--- config.mk ---
export PLATFORM = sky130hd
export DESIGN_NAME = des_round_ctrl
export DESIGN_NICKNAME = d
export VERILOG_FILES = /design/src/rtl/des_pkg.sv /design/src/rtl/des_round_ctrl.sv
export SDC_FILE = /design/constraint.sdc
export NUM_CORES = 1
export LEC_CHECK = 0
export BUFFER_PORTS_ARGS = -buffer_cell sky130_fd_sc_hd__clkbuf_2
export CORE_AREA = 5 5 152 154
export DETAILED_ROUTE_END_ITERATION = 12
export DIE_AREA = 0 0 157 159
export GPL_TIMING_DRIVEN = 0
export PLACE_DENSITY = 0.68
export RECOVER_POWER = 100
export SLEW_MARGIN = 20
export SYNTH_ARGS = -nofsm -noshare
export SYNTH_HDL_FRONTEND = slang
export SYNTH_SLANG_ARGS = --single-unit
--- constraint.sdc ---
create_clock -name clk -period 2.05 [get_ports clk]
set_input_delay 0.1025 -clock clk [delete_from_list [all_inputs] [get_ports clk]]
set_output_delay 0.1025 -clock clk [all_outputs]
set_load 0.03 [all_outputs]
--- src/rtl/des_pkg.sv ---
// Shared widths, round limit and controller states
// for the iterative DES sequencer.
package des_pkg;

  localparam int DES_BLK_W = 64;
  localparam int DES_KEY_W = 56;

  localparam logic [3:0] DES_LAST_ROUND = 4'd15;

  typedef enum logic [1:0] {
    IDLE = 2'd0,
    RUN  = 2'd1,
    DONE = 2'd2
  } des_state_e;

endpackage

--- src/rtl/des_round_ctrl.sv ---
// Sequencer for the 16-round iterative DES core: holds the block on the
// core inputs, steps roundSel, captures the result and counts handoffs.
module des_round_ctrl
  import des_pkg::*;
#(
  parameter int CNT_W = 16
) (
  input  logic                 clk,
  input  logic                 rst,
  input  logic                 in_valid,
  output logic                 in_ready,
  input  logic [DES_BLK_W-1:0] in_data,
  input  logic [DES_KEY_W-1:0] in_key,
  input  logic                 in_decrypt,
  output logic                 out_valid,
  input  logic                 out_ready,
  output logic [DES_BLK_W-1:0] out_data,
  output logic                 busy,
  output logic [CNT_W-1:0]     blk_cnt,
  output logic [DES_BLK_W-1:0] core_desIn,
  output logic [DES_KEY_W-1:0] core_key,
  output logic                 core_decrypt,
  output logic [3:0]           core_roundSel,
  input  logic [DES_BLK_W-1:0] core_desOut
);

  des_state_e           state_q, state_d;
  logic [3:0]           round_q, round_d;
  logic [DES_BLK_W-1:0] din_q, din_d;
  logic [DES_BLK_W-1:0] dout_q, dout_d;
  logic [DES_KEY_W-1:0] key_q, key_d;
  logic                 dec_q, dec_d;
  logic                 ovld_q, ovld_d;
  logic [CNT_W-1:0]     cnt_q, cnt_d;
  logic                 accept;
  logic                 handoff;

  assign in_ready = (state_q == IDLE)
                  | ((state_q == DONE) & out_ready);
  assign accept   = in_valid & in_ready;
  assign handoff  = ovld_q & out_ready;

  always_comb begin
    state_d = state_q;
    round_d = round_q;
    din_d   = din_q;
    key_d   = key_q;
    dec_d   = dec_q;
    dout_d  = dout_q;
    ovld_d  = ovld_q;
    cnt_d   = cnt_q;

    if (handoff) begin
      cnt_d = cnt_q + CNT_W'(1);
    end

    unique case (state_q)
      IDLE: begin
        round_d = 4'd0;
      end
      RUN: begin
        if (round_q == DES_LAST_ROUND) begin
          dout_d  = core_desOut;
          ovld_d  = 1'b1;
          round_d = 4'd0;
          state_d = DONE;
        end else begin
          round_d = round_q + 4'd1;
        end
      end
      DONE: begin
        if (handoff) begin
          ovld_d  = 1'b0;
          state_d = IDLE;
        end
      end
      default: begin
        ovld_d  = 1'b0;
        round_d = 4'd0;
        state_d = IDLE;
      end
    endcase

    // A new block may land in the same cycle as a handoff.
    if (accept) begin
      din_d   = in_data;
      key_d   = in_key;
      dec_d   = in_decrypt;
      round_d = 4'd0;
      ovld_d  = 1'b0;
      state_d = RUN;
    end
  end

  always_ff @(posedge clk or negedge rst) begin
    if (!rst) begin
      state_q <= IDLE;
      round_q <= 4'd0;
      din_q   <= '0;
      key_q   <= '0;
      dec_q   <= 1'b0;
      dout_q  <= '0;
      ovld_q  <= 1'b0;
      cnt_q   <= '0;
    end else begin
      state_q <= state_d;
      round_q <= round_d;
      din_q   <= din_d;
      key_q   <= key_d;
      dec_q   <= dec_d;
      dout_q  <= dout_d;
      ovld_q  <= ovld_d;
      cnt_q   <= cnt_d;
    end
  end

  assign out_valid     = ovld_q;
  assign out_data      = dout_q;
  assign busy          = (state_q != IDLE);
  assign blk_cnt       = cnt_q;
  assign core_desIn    = din_q;
  assign core_key      = key_q;
  assign core_decrypt  = dec_q;
  assign core_roundSel = round_q;

endmodule
==> results of run 1 <==
[what timing repair did]
| action | CTS | global route |
|---|---|---|
| setup endpoints to repair | 0 | 0 |
| setup buffers | 0 | 0 |
| endpoints found under the hold margin | 395 | 0 |
| hold buffers | 188 | 0 |
| resized for setup | 0 | 0 |
[through the flow]
| stage | setup slack [ns] | cell area (µm²) | utilization (%) | hold slack, ns |
|---|---|---|---|---|
| CTS | 0.161 | 13200 | 61.4 | 0.0873 |
| finish | 0.157 | 12800 | 59.2 | 0.310 |
| detailed placement | 0.193 | 10500 | 48.8 | 0.0532 |
| floorplan | 0.211 | 8130 | - | -0.193 |
| global placement | -3.26 | 10500 | 48.5 | 0.319 |
| global route | 0.0195 | 12800 | 59.2 | 0.356 |
[power by group through the flow]
stage	Clock (µW)	Combinational, µW	Sequential, µW
after floorplan	0	2840	10800
final	4410	9080	7120
after CTS	4510	9980	7090
after detailed placement	0	9660	7110
after global routing	4690	9570	7350
after global placement	0	9540	7030
[synth_stat cells, types with 3 or more instances]
cell,instances,area (µm²)
sky130_fd_sc_hd__xor2_1,6,52.6
sky130_fd_sc_hd__buf_4,6,45.0
sky130_fd_sc_hd__buf_6,8,90.1
sky130_fd_sc_hd__mux2_1,15,169
sky130_fd_sc_hd__nand2_1,8,30.0
sky130_fd_sc_hd__nor2_1,4,15.0
sky130_fd_sc_hd__mux2_2,103,1160
sky130_fd_sc_hd__dfrtp_1,207,5180
sky130_fd_sc_hd__inv_1,3,11.3
sky130_fd_sc_hd__mux2_4,68,1020
sky130_fd_sc_hd__and3_1,4,25.0
sky130_fd_sc_hd__xnor2_1,10,87.6
sky130_fd_sc_hd__nand3_1,9,45.0
sky130_fd_sc_hd__buf_2,5,25.0
[layer usage]
metal  vias to the layer above  GRT usage [%]  wire length, µm  share of wire (%)
li1                       2893              -                -                  -
met1                      3118           21.9             9250                 36
met2                       332           35.8            13100                 51
met3                        67           6.50             2550                9.9
met4                         0           6.90              888                3.4
met5                         -              0                0                  0
[layout make-up]
cell class	count	area [µm²]	share of cell area (%)
Buffer	19	138	1.08
Inverter	4	15.0	0.118
Clock buffer	29	648	5.08
Sequential cell	207	5180	40.6
Antenna cell	1	2.50	0.0196
Multi-Input combinational cell	249	2620	20.5
Timing Repair Buffer	586	3630	28.4
Tap cell	280	350	2.75
Clock inverter	12	173	1.35
[kinds of logic (layout without fill, tap and decap cells)]
kind of cell	after synthesis	in the layout	synth area share (%)
compound gates	8	8	0.616
xor+xnor	16	16	1.72
fa+ha+maj	2	2	0.308
buf+inv	23	650	2.16
flops	207	207	63.8
mux	186	186	28.9
other cells	0	1	0
simple gates	37	37	2.53
[worst max path at each step]
stage,cells past startpoint,slack [ns],endpoint,startpoint
floorplan,5,0.21,core_desIn[0]$_DFFE_PN0N_,state_q[1]$_DFFE_PN0P_
global placement,1,-3.26,core_desIn[36]$_DFFE_PN0N_,rst
detailed placement,5,0.19,out_data[22]$_DFFE_PN0P_,core_roundSel[0]$_DFFE_PN0P_
CTS,5,0.16,out_data[56]$_DFFE_PN0P_,core_roundSel[0]$_DFFE_PN0P_
global route,5,0.02,out_data[43]$_DFFE_PN0P_,core_roundSel[0]$_DFFE_PN0P_
finish,5,0.16,core_key[48]$_DFFE_PN0N_,state_q[1]$_DFFE_PN0P_
[sequential cells by signal (all words and copies together) (netlist names)]
signal and cells:
state_q 2, core_roundSel 4, core_key 56, out_data 64, blk_cnt 16, core_desIn 64
core_decrypt 1
[worst max-delay path, stage by stage, from the launching register on]
cell,delay (ns)
sky130_fd_sc_hd__dfrtp_1,0.46
sky130_fd_sc_hd__a21oi_1,0.26
sky130_fd_sc_hd__nand2_1,0.28
sky130_fd_sc_hd__buf_6,0.24
sky130_fd_sc_hd__buf_4,0.19
sky130_fd_sc_hd__mux2_1,0.33
==> Flow_metrics.wiki, run 1 <==
{| class="wikitable"
! Metric !! Value
|-
| Status || finished, final reports clean
|-
| Most common library cell in the layout ignoring fill and taps || sky130_fd_sc_hd__clkbuf_1
|-
| Slew @ Worst Pin || 0.995 ns
|-
| Critical path launch point type || flip-flop
|-
| Power Dens Cells || 1620 nW/µm²
|-
| Register bit count reported by yosys || 207
|-
| Placed Cells incl. Taps || 1157
|-
| Area of the core || 21600 µm²
|-
| Clock power frac || 21.4%
|-
| DP Wirelength || 17100 µm
|-
| Worst R2R Path Depth || 5
|-
| Setup Skew || 0.00746 ns
|-
| FILL cells || 1738
|-
| Hold violation count in the final report || 0
|-
| Net switching share of the total power || 43.3%
|-
| Post-Synthesis Net Count || 670
|-
| Most used DFF post-synth || sky130_fd_sc_hd__dfrtp_1
|-
| CTS root buffer || sky130_fd_sc_hd__clkbuf_16
|-
| Clock-pin slew reported for the worst setup and hold paths after clock tree synthesis || 0.06 ns
|-
| Proportion of layout cells with a drive suffix above 1 || 34.9%
|-
| P_sw || 8920 µW
|-
| Endpoint kind of the worst setup timing path || flip-flop
|-
| Worst-Skew Late Latency || 0.49 ns
|-
| Setup_tns || 0 ns
|-
| Most used cells in the layout excluding fill and tap cells || sky130_fd_sc_hd__clkbuf_1 (209), sky130_fd_sc_hd__dfrtp_1 (207), sky130_fd_sc_hd__clkbuf_2 (193)
|-
| Final-report setup violation count || 0
|-
| Post-route total power || 20600 µW
|-
| Total number of yosys warnings || 0
|-
| Period minus WS final || 1.89 ns
|-
| Sequential share of the synthesized area || 63.8%
|-
| Number of buffer cells added on primary ports || 396
|-
| Max-Slew Margin vs Limit || 33.7%
|-
| Beginning of the worst register-to-register path || state_q[1]$_DFFE_PN0P_
|-
| Final worst path period share || 92.3%
|-
| Achievable frequency || 528 MHz
|-
| Number of routed nets with antenna violations || 0
|-
| X dimension of the die || 157 µm
|-
| Leakage power || 0.00610 µW
|-
| Max VDD drop || 1.11 mV
|-
| Worst setup slack for register-to-register paths || 0.16 ns
|-
| Peak fanout along the critical path || 10
|-
| Largest net degree at the start of global routing || 91
|-
| Synth Instances || 479
|-
| Die area || 25000 µm²
|-
| Area growth from synthesis to layout || 56.9%
|-
| Synthesized area || 8130 µm²
|-
| Number of remaining DRC errors || 0
|-
| Destination of the worst register-to-register timing path || core_key[48]$_DFFE_PN0N_
|-
| Post-synth ARST share || 100%
|-
| Power Internal || 11700 µW
|-
| Required time worst endpoint || 2.42 ns
|-
| # nets final || 1281
|-
| Y dimension of the die || 159 µm
|-
| Overall fraction of global-route tracks in use || 19.9%
|-
| Register share of total power || 34.6%
|-
| Distinct cell type count of the synthesized netlist || 30
|-
| Kind of critical path || flip-flop to flip-flop
|-
| Worst hold path type || input pin to async pin
|-
| Non-filler instance count after layout || 1387
|-
| CTS Sinks || 207
|-
| Clock Tree Buf Depth || 3
|-
| Wirelength, routed || 25800 µm
|-
| Data arrival time of the worst path || 2.26 ns
|-
| Placement row count || 54
|-
| Final Max Tran Viols || 0
|-
| 1st-pass router iterations || 5
|-
| RSZ-0062 raised after global routing || false
|-
| Initial antenna violation count || 1
|-
| Final global-route overflow total || 0
|-
| Number of max-cap violations || 0
|-
| Average cell area after synthesis || 17.0 µm²
|-
| Routability-driven placement congestion ratio || 0.757
|-
| DRT iter0 DRCs || 263
|-
| Vias in the first global route || 7366
|-
| Vias || 6410
|-
| Number of H-tree levels || 1
|-
| Wire length of the first global-routing pass || 40200 µm
|-
| Clock tree from TritonCTS || done
|-
| Comb pwr share || 44.1%
|-
| Routed wire per std cell || 18.6 µm
|-
| Number of buffers created by CTS || 23
|-
| Count of flip-flops with a built-in enable after synthesis || 0
|-
| Boundary Pins || 397
|-
| Number of vias per cell after detailed routing || 4.62
|-
| Initial Utilization || 37.7%
|}
No activity file was read; power rests on OpenSTA's default activity.
==> run 2, diff against run 1 <==
--- a/config.mk
+++ b/config.mk
@@ -5,10 +5,11 @@
 export SDC_FILE = /design/constraint.sdc
 export NUM_CORES = 1
 export LEC_CHECK = 0
+export ABC_AREA = 1
 export BUFFER_PORTS_ARGS = -buffer_cell sky130_fd_sc_hd__clkbuf_2
-export CORE_AREA = 5 5 152 154
+export CORE_AREA = 5 5 153 155
 export DETAILED_ROUTE_END_ITERATION = 12
-export DIE_AREA = 0 0 157 159
+export DIE_AREA = 0 0 158 160
 export GPL_TIMING_DRIVEN = 0
 export PLACE_DENSITY = 0.68
 export RECOVER_POWER = 100
==> Flow_metrics.wiki, run 2 <==
{| class="wikitable"
! Metric !! Value
|-
| Status || finished, final reports clean
|-
| X dimension of the die || 158 µm (+0.64%)
|-
| Placed Cells incl. Taps || 1604 (+39%)
|-
| Slew @ Worst Pin || 0.961 ns (-0.0339 ns)
|-
| Average cell area after synthesis || 8.90 µm² (-48%)
|-
| Number of buffers created by CTS || 24 (+4.3%)
|-
| Final worst path period share || 95.7% (+3.3 points)
|-
| Data arrival time of the worst path || 2.40 ns (+0.14 ns)
|-
| Sequential share of the synthesized area || 62.8% (-0.97 points)
|-
| Endpoint kind of the worst setup timing path || flip-flop
|-
| Final-report setup violation count || 0 (unchanged)
|-
| Peak fanout along the critical path || 10 (unchanged)
|-
| Wirelength, routed || 30400 µm (+18%)
|-
| Number of vias per cell after detailed routing || 4.79 (+3.7%)
|-
| Final Util || 60.1% (+0.89 points)
|-
| RSZ-0062 raised after global routing || false
|-
| Y dimension of the die || 160 µm (+0.63%)
|-
| Post-route total power || 20300 µW (-1.6%)
|-
| Overall fraction of global-route tracks in use || 23.4% (+3.5 points)
|-
| Setup Skew || 0.00846 ns (+0.000998 ns)
|-
| Period minus WS final || 1.96 ns (+0.0684 ns)
|-
| Proportion of layout cells with a drive suffix above 1 || 16.9% (-18 points)
|-
| Kind of critical path || flip-flop to flip-flop
|-
| Worst-Skew Late Latency || 0.51 ns (+0.02 ns)
|-
| Leakage power || 0.00670 µW (+9.9%)
|-
| Non-filler instance count after layout || 1835 (+32%)
|-
| CTS root buffer || sky130_fd_sc_hd__clkbuf_16
|-
| Number of remaining DRC errors || 0 (unchanged)
|-
| Placement row count || 54 (unchanged)
|-
| DRT iter0 DRCs || 535 (+100%)
|-
| Clock Tree Buf Depth || 3 (unchanged)
|-
| Routability-driven placement congestion ratio || 0.834 (+10%)
|-
| Area growth from synthesis to layout || 57.9%
|-
| Initial Utilization || 38.0% (+0.34 points)
|-
| Hold violation count in the final report || 0 (unchanged)
|-
| Post-route design area || 13000 µm² (+2.1%)
|-
| Max-Slew Margin vs Limit || 35.9% (+2.3 points)
|-
| Number of buffer cells added on primary ports || 395 (-0.25%)
|-
| 1st-pass router iterations || 5 (unchanged)
|-
| CTS Sinks || 207 (unchanged)
|-
| Clock tree from TritonCTS || done
|-
| Number of max-cap violations || 0 (unchanged)
|-
| Most used DFF post-synth || sky130_fd_sc_hd__dfrtp_1
|-
| Achievable frequency || 510 MHz (-3.5%)
|-
| Required time worst endpoint || 2.49 ns (+0.07 ns)
|-
| Wire length of the first global-routing pass || 48200 µm (+20%)
|-
| Largest net degree at the start of global routing || 90 (-1.1%)
|-
| Critical path launch point type || flip-flop
|-
| Final Max Tran Viols || 0 (unchanged)
|-
| Die area || 25300 µm² (+1.3%)
|-
| Number of routed nets with antenna violations || 0 (unchanged)
|-
| Clock-pin slew reported for the worst setup and hold paths after clock tree synthesis || 0.06 ns (about the same)
|-
| Boundary Pins || 397 (unchanged)
|-
| Most used standard cells in the synthesized netlist || sky130_fd_sc_hd__nand2_1 (478), sky130_fd_sc_hd__dfrtp_1 (207), sky130_fd_sc_hd__nand3_1 (129), sky130_fd_sc_hd__clkbuf_1 (23), sky130_fd_sc_hd__buf_2 (20)
|-
| Post-synth ARST share || 100% (unchanged)
|-
| Synthesized area || 8250 µm² (+1.5%)
|-
| # nets final || 1728 (+35%)
|-
| Setup_tns || 0 ns (unchanged)
|-
| Final global-route overflow total || 0 (unchanged)
|-
| Routed wire per std cell || 16.6 µm (-11%)
|-
| Library cell with the highest instance count after synthesis || sky130_fd_sc_hd__nand2_1
|-
| Total number of yosys warnings || 0 (unchanged)
|-
| Number of buffers inserted by post-CTS setup repair || 0 (unchanged)
|-
| Yosys top cell by area || sky130_fd_sc_hd__dfrtp_1
|-
| Instance area after placement || 10600 µm² (+1.1%)
|-
| Worst hold path type || input pin to flip-flop
|-
| Distinct cell type count of the synthesized netlist || 22 (-27%)
|-
| Register bit count reported by yosys || 207 (unchanged)
|-
| Count of flip-flops with a built-in enable after synthesis || 0 (unchanged)
|-
| Most common library cell in the layout ignoring fill and taps || sky130_fd_sc_hd__nand2_1
|-
| Post-Synthesis Net Count || 1118 (+67%)
|-
| Area of the core || 21700 µm² (+0.63%)
|-
| Top cell type's share of synthesized area || 62.8% (-0.97 points)
|-
| Max VDD drop || 1.08 mV (-3.0%)
|-
| Number of H-tree levels || 1 (unchanged)
|-
| Initial antenna violation count || 1 (unchanged)
|-
| Power Dens Cells || 1560 nW/µm² (-3.6%)
|-
| Most used cells in the layout excluding fill and tap cells || sky130_fd_sc_hd__nand2_1 (478), sky130_fd_sc_hd__clkbuf_1 (235), sky130_fd_sc_hd__dfrtp_1 (207)
|-
| Most area-consuming cells after synthesis || sky130_fd_sc_hd__dfrtp_1 (63%), sky130_fd_sc_hd__nand2_1 (22%), sky130_fd_sc_hd__nand3_1 (7.8%)
|-
| Synth Instances || 927 (+94%)
|-
| Vias in the first global route || 9355 (+27%)
|-
| Vias || 8793 (+37%)
|-
| DP Wirelength || 20400 µm (+19%)
|}
-- run 2: routing by layer --
metal  global-route usage, %  vias to the layer above  wire length (µm)
met5                       0                        -                 0
met4                    12.0                        0              1620
met3                    6.52                      130              2860
met2                    39.9                      434             14800
met1                    26.6                     4098             11100
li1                        -                     4131                 -
-- run 2: path summary, 6_finish.rpt --
kind	from	endpoint	slack, ns	depth (start not counted)
hold / removal	in_valid	core_desIn[48]$_DFFE_PN0N_	0.17	4
setup reg to reg	state_q[1]$_DFFE_PN0P_	core_desIn[6]$_DFFE_PN0N_	0.09	5
min in group asynchronous	rst	blk_cnt[9]$_DFFE_PN0P_	0.29	2
setup / recovery	state_q[1]$_DFFE_PN0P_	core_desIn[6]$_DFFE_PN0N_	0.09	5
max in group asynchronous	rst	core_desIn[21]$_DFFE_PN0N_	0.41	3
hold reg to reg	core_key[47]$_DFFE_PN0N_	core_key[47]$_DFFE_PN0N_	0.47	2
-- run 2: what timing repair did --
item,CTS,global route
cloned,0,0
endpoints found under the setup margin,1,1
hold buffers,187,0
gates resized for setup,2,1
endpoints found under the hold margin,395,0
-- run 2: stage by stage --
step | worst slack, ns | hold slack [ns]
after floorplan | 0.437 | -0.193
after global placement | -3.26 | 0.304
after detailed placement | 0.173 | 0.0456
after CTS | 0.0459 | 0.0640
after global routing | 0.0124 | 0.180
final | 0.0886 | 0.171
-- run 2: area by class of cell --
class | count | area (µm²)
Antenna cell | 1 | 2.50
Buffer | 54 | 269
Clock buffer | 35 | 713
Clock inverter | 8 | 119
Fill cell | 1881 | 8660
Inverter | 17 | 63.8
Multi-Input combinational cell | 649 | 2720
Sequential cell | 207 | 5180
Tap cell | 280 | 350
Timing Repair Buffer | 584 | 3610
-- run 2: kinds of logic (layout without fill, tap and decap cells) --
group,after synthesis,count (layout),share of synthesized area [%]
buffers and inverters,71,698,4.26
AOI/OAI and AO/OA,4,4,0.319
xor gates and xnor gates,11,11,1.17
other,0,1,0
and+or+nand+nor,632,632,31.2
DFF,207,207,62.8
adders and majority gates,2,2,0.303
-- run 2: critical path: stages, from the launching register on --
cell and delay, ns:
sky130_fd_sc_hd__dfrtp_1 0.47, sky130_fd_sc_hd__a21oi_4 0.30, sky130_fd_sc_hd__clkbuf_1 0.51, sky130_fd_sc_hd__buf_2 0.34
sky130_fd_sc_hd__nand3_1 0.13, sky130_fd_sc_hd__nand2_1 0.13
-- run 2: power breakdown --
group | switching, µW | leakage, µW | internal (µW)
clock | 1680 | 0.000412 | 2780
sequential | 1090 | 0.00247 | 5910
combinational | 6760 | 0.00382 | 2060
total | 9530 | 0.00670 | 10800
==> run 3, diff against run 2 <==
--- a/config.mk
+++ b/config.mk
@@ -8,6 +8,7 @@
 export ABC_AREA = 1
 export BUFFER_PORTS_ARGS = -buffer_cell sky130_fd_sc_hd__clkbuf_2
 export CORE_AREA = 5 5 153 155
+export CTS_BUF_LIST = sky130_fd_sc_hd__clkbuf_4 sky130_fd_sc_hd__clkbuf_8 sky130_fd_sc_hd__clkbuf_16
 export DETAILED_ROUTE_END_ITERATION = 12
 export DIE_AREA = 0 0 158 160
 export GPL_TIMING_DRIVEN = 0
==> Flow_metrics.wiki, run 3 (synthesized netlist as in run 2, its figures left out) <==
{| class="wikitable"
! Metric !! Value
|-
| Vias in the first global route || 9346 (-0.096%)
|-
| Worst hold path type || input pin to flip-flop
|-
| Final-report setup violation count || 0 (unchanged)
|-
| Number of remaining DRC errors || 0 (unchanged)
|-
| Max incr delay on CP || 0.47 ns (-0.04 ns)
|-
| Most common library cell in the layout ignoring fill and taps || sky130_fd_sc_hd__nand2_1
|-
| Area of the core || 21700 µm² (unchanged)
|-
| Max VDD drop || 1.08 mV (+0.27%)
|-
| # nets final || 1728 (unchanged)
|-
| Boundary Pins || 397 (unchanged)
|-
| Final global-route overflow total || 0 (unchanged)
|-
| 1st-pass router iterations || 5 (unchanged)
|-
| Die area || 25300 µm² (unchanged)
|-
| Slowest cell on crit path || sky130_fd_sc_hd__dfrtp_1
|-
| Routed wire per std cell || 16.5 µm (-0.37%)
|-
| Y dimension of the die || 160 µm (unchanged)
|-
| Proportion of layout cells with a drive suffix above 1 || 16.9% (+0.064 points)
|-
| DP Wirelength || 20400 µm (unchanged)
|-
| Post-route total power || 20300 µW (+0.15%)
|-
| Area growth from synthesis to layout || 58.1%
|-
| Number of vias per cell after detailed routing || 4.81 (+0.30%)
|-
| Sequence of cells on the critical path || a21oi_4 > buf_2 > clkbuf_2
|-
| Wirelength, routed || 30300 µm (-0.32%)
|-
| Most used cells in the layout excluding fill and tap cells || sky130_fd_sc_hd__nand2_1 (478), sky130_fd_sc_hd__clkbuf_1 (234), sky130_fd_sc_hd__dfrtp_1 (207)
|-
| RSZ-0062 raised after global routing || false
|-
| Hold violation count in the final report || 0 (unchanged)
|-
| Largest net degree at the start of global routing || 90 (unchanged)
|-
| Data arrival time of the worst path || 1.84 ns (-0.56 ns)
|-
| Initial antenna violation count || 2 (+1)
|-
| Status || finished, final reports clean
|-
| Number of H-tree levels || 1 (unchanged)
|-
| Number of buffers created by CTS || 24 (unchanged)
|-
| Setup Skew || 0.00880 ns (+0.000347 ns)
|-
| Required time worst endpoint || 1.95 ns (-0.54 ns)
|-
| Period minus WS final || 1.94 ns (-0.0210 ns)
|-
| Overall fraction of global-route tracks in use || 23.3% (-0.15 points)
|-
| Max-Slew Margin vs Limit || 35.8% (-0.10 points)
|-
| Endpoint kind of the worst setup timing path || output pin
|-
| Initial Utilization || 38.0% (unchanged)
|-
| X dimension of the die || 158 µm (unchanged)
|-
| Power Dens Cells || 1560 nW/µm² (about the same)
|-
| Achievable frequency || 515 MHz (+1.1%)
|-
| Clock Tree Buf Depth || 3 (unchanged)
|-
| Startpoint of the most critical setup path || state_q[1]$_DFFE_PN0P_
|-
| CTS Sinks || 207 (unchanged)
|-
| Routability-driven placement congestion ratio || 0.834 (unchanged)
|-
| Peak fanout along the critical path || 10 (unchanged)
|-
| Wire length of the first global-routing pass || 48000 µm (-0.57%)
|-
| Number of buffer cells added on primary ports || 395 (unchanged)
|-
| DRT iter0 DRCs || 549 (+2.6%)
|-
| Vias || 8824 (+0.35%)
|-
| Origin of the worst min-delay path || in_valid
|-
| Critical path launch point type || flip-flop
|-
| Leakage power || 0.00672 µW (+0.21%)
|-
| Final worst path period share || 94.7% (-1.0 points)
|-
| Beginning of the worst register-to-register path || state_q[1]$_DFFE_PN0P_
|-
| CTS root buffer || sky130_fd_sc_hd__clkbuf_16
|-
| Placement row count || 54 (unchanged)
|-
| Min Hold Slack || 0.173 ns (+0.00268 ns)
|-
| Kind of critical path || flip-flop to output pin
|-
| Clock-pin slew reported for the worst setup and hold paths after clock tree synthesis || 0.06 ns (about the same)
|-
| Number of routed nets with antenna violations || 0 (unchanged)
|-
| Worst-Skew Late Latency || 0.51 ns (about the same)
|-
| Slew @ Worst Pin || 0.963 ns (+0.00157 ns)
|-
| Clock tree from TritonCTS || done
|-
| Number of max-cap violations || 0 (unchanged)
|-
| Final Max Tran Viols || 0 (unchanged)
|}
run 3: final timing paths:
kind	to	slack, ns	cells after the start
setup / recovery	in_ready	0.11	3
hold / removal	core_desIn[48]$_DFFE_PN0N_	0.17	4
setup reg to reg	core_key[42]$_DFFE_PN0N_	0.20	6
hold reg to reg	core_desIn[37]$_DFFE_PN0N_	0.47	2
max in group asynchronous	core_desIn[23]$_DFFE_PN0N_	0.41	3
min in group asynchronous	blk_cnt[9]$_DFFE_PN0P_	0.29	2
run 3: cell type report:
cell class	instances	area [µm²]
fill	1875	8650
sequential	207	5180
timing repair buffer	584	3610
multi-input combinational	649	2720
clock buffer	35	732
tap	280	350
buffer	54	262
clock inverter	8	119
inverter	17	63.8
antenna	2	5.00
run 3: worst max-delay path: cells and delay by family (launching register included):
family                 cells  cell delay, ns
buffers and inverters      2            0.55
flip-flops                 1            0.47
AO/OA/AOI/OAI              1            0.30
run 3: what timing repair did:
action | in CTS | in global routing
pin swaps | 0 | 0
hold buffers | 187 | 0
setup buffers | 0 | 0
endpoints found under the hold margin | 395 | 0
resized for setup | 2 | 1
endpoints found under the setup margin | 1 | 1
run 3: metrics by stage:
step                area [µm²]  std cells  setup TNS (ns)  setup slack [ns]  utilization (%)
floorplan                 8250        927               0             0.437                -
global placement         10600       1602         -669.57             -3.26             48.8
detailed placement       10600       1604               0             0.173             49.1
CTS                      13400       1834               0            0.0383             61.7
global route             13000       1836               0            0.0122             60.1
finish                   13000       1836               0             0.110             60.1
run 3: per-layer routing:
| metal | up-vias | share of wire [%] | global-route usage [%] |
|---|---|---|---|
| li1 | 4134 | - | - |
| met4 | 0 | 5.0 | 11.9 |
| met3 | 122 | 9.2 | 6.79 |
| met2 | 429 | 49 | 39.5 |
| met5 | - | 0 | 0 |
| met1 | 4139 | 37 | 26.4 |
run 3: report_power, final:
group          internal, µW  switching [µW]  total, µW
Combinational          2060            6750       8800
Sequential             5910            1090       7000
Clock                  2850            1670       4520
Total                 10800            9510      20300
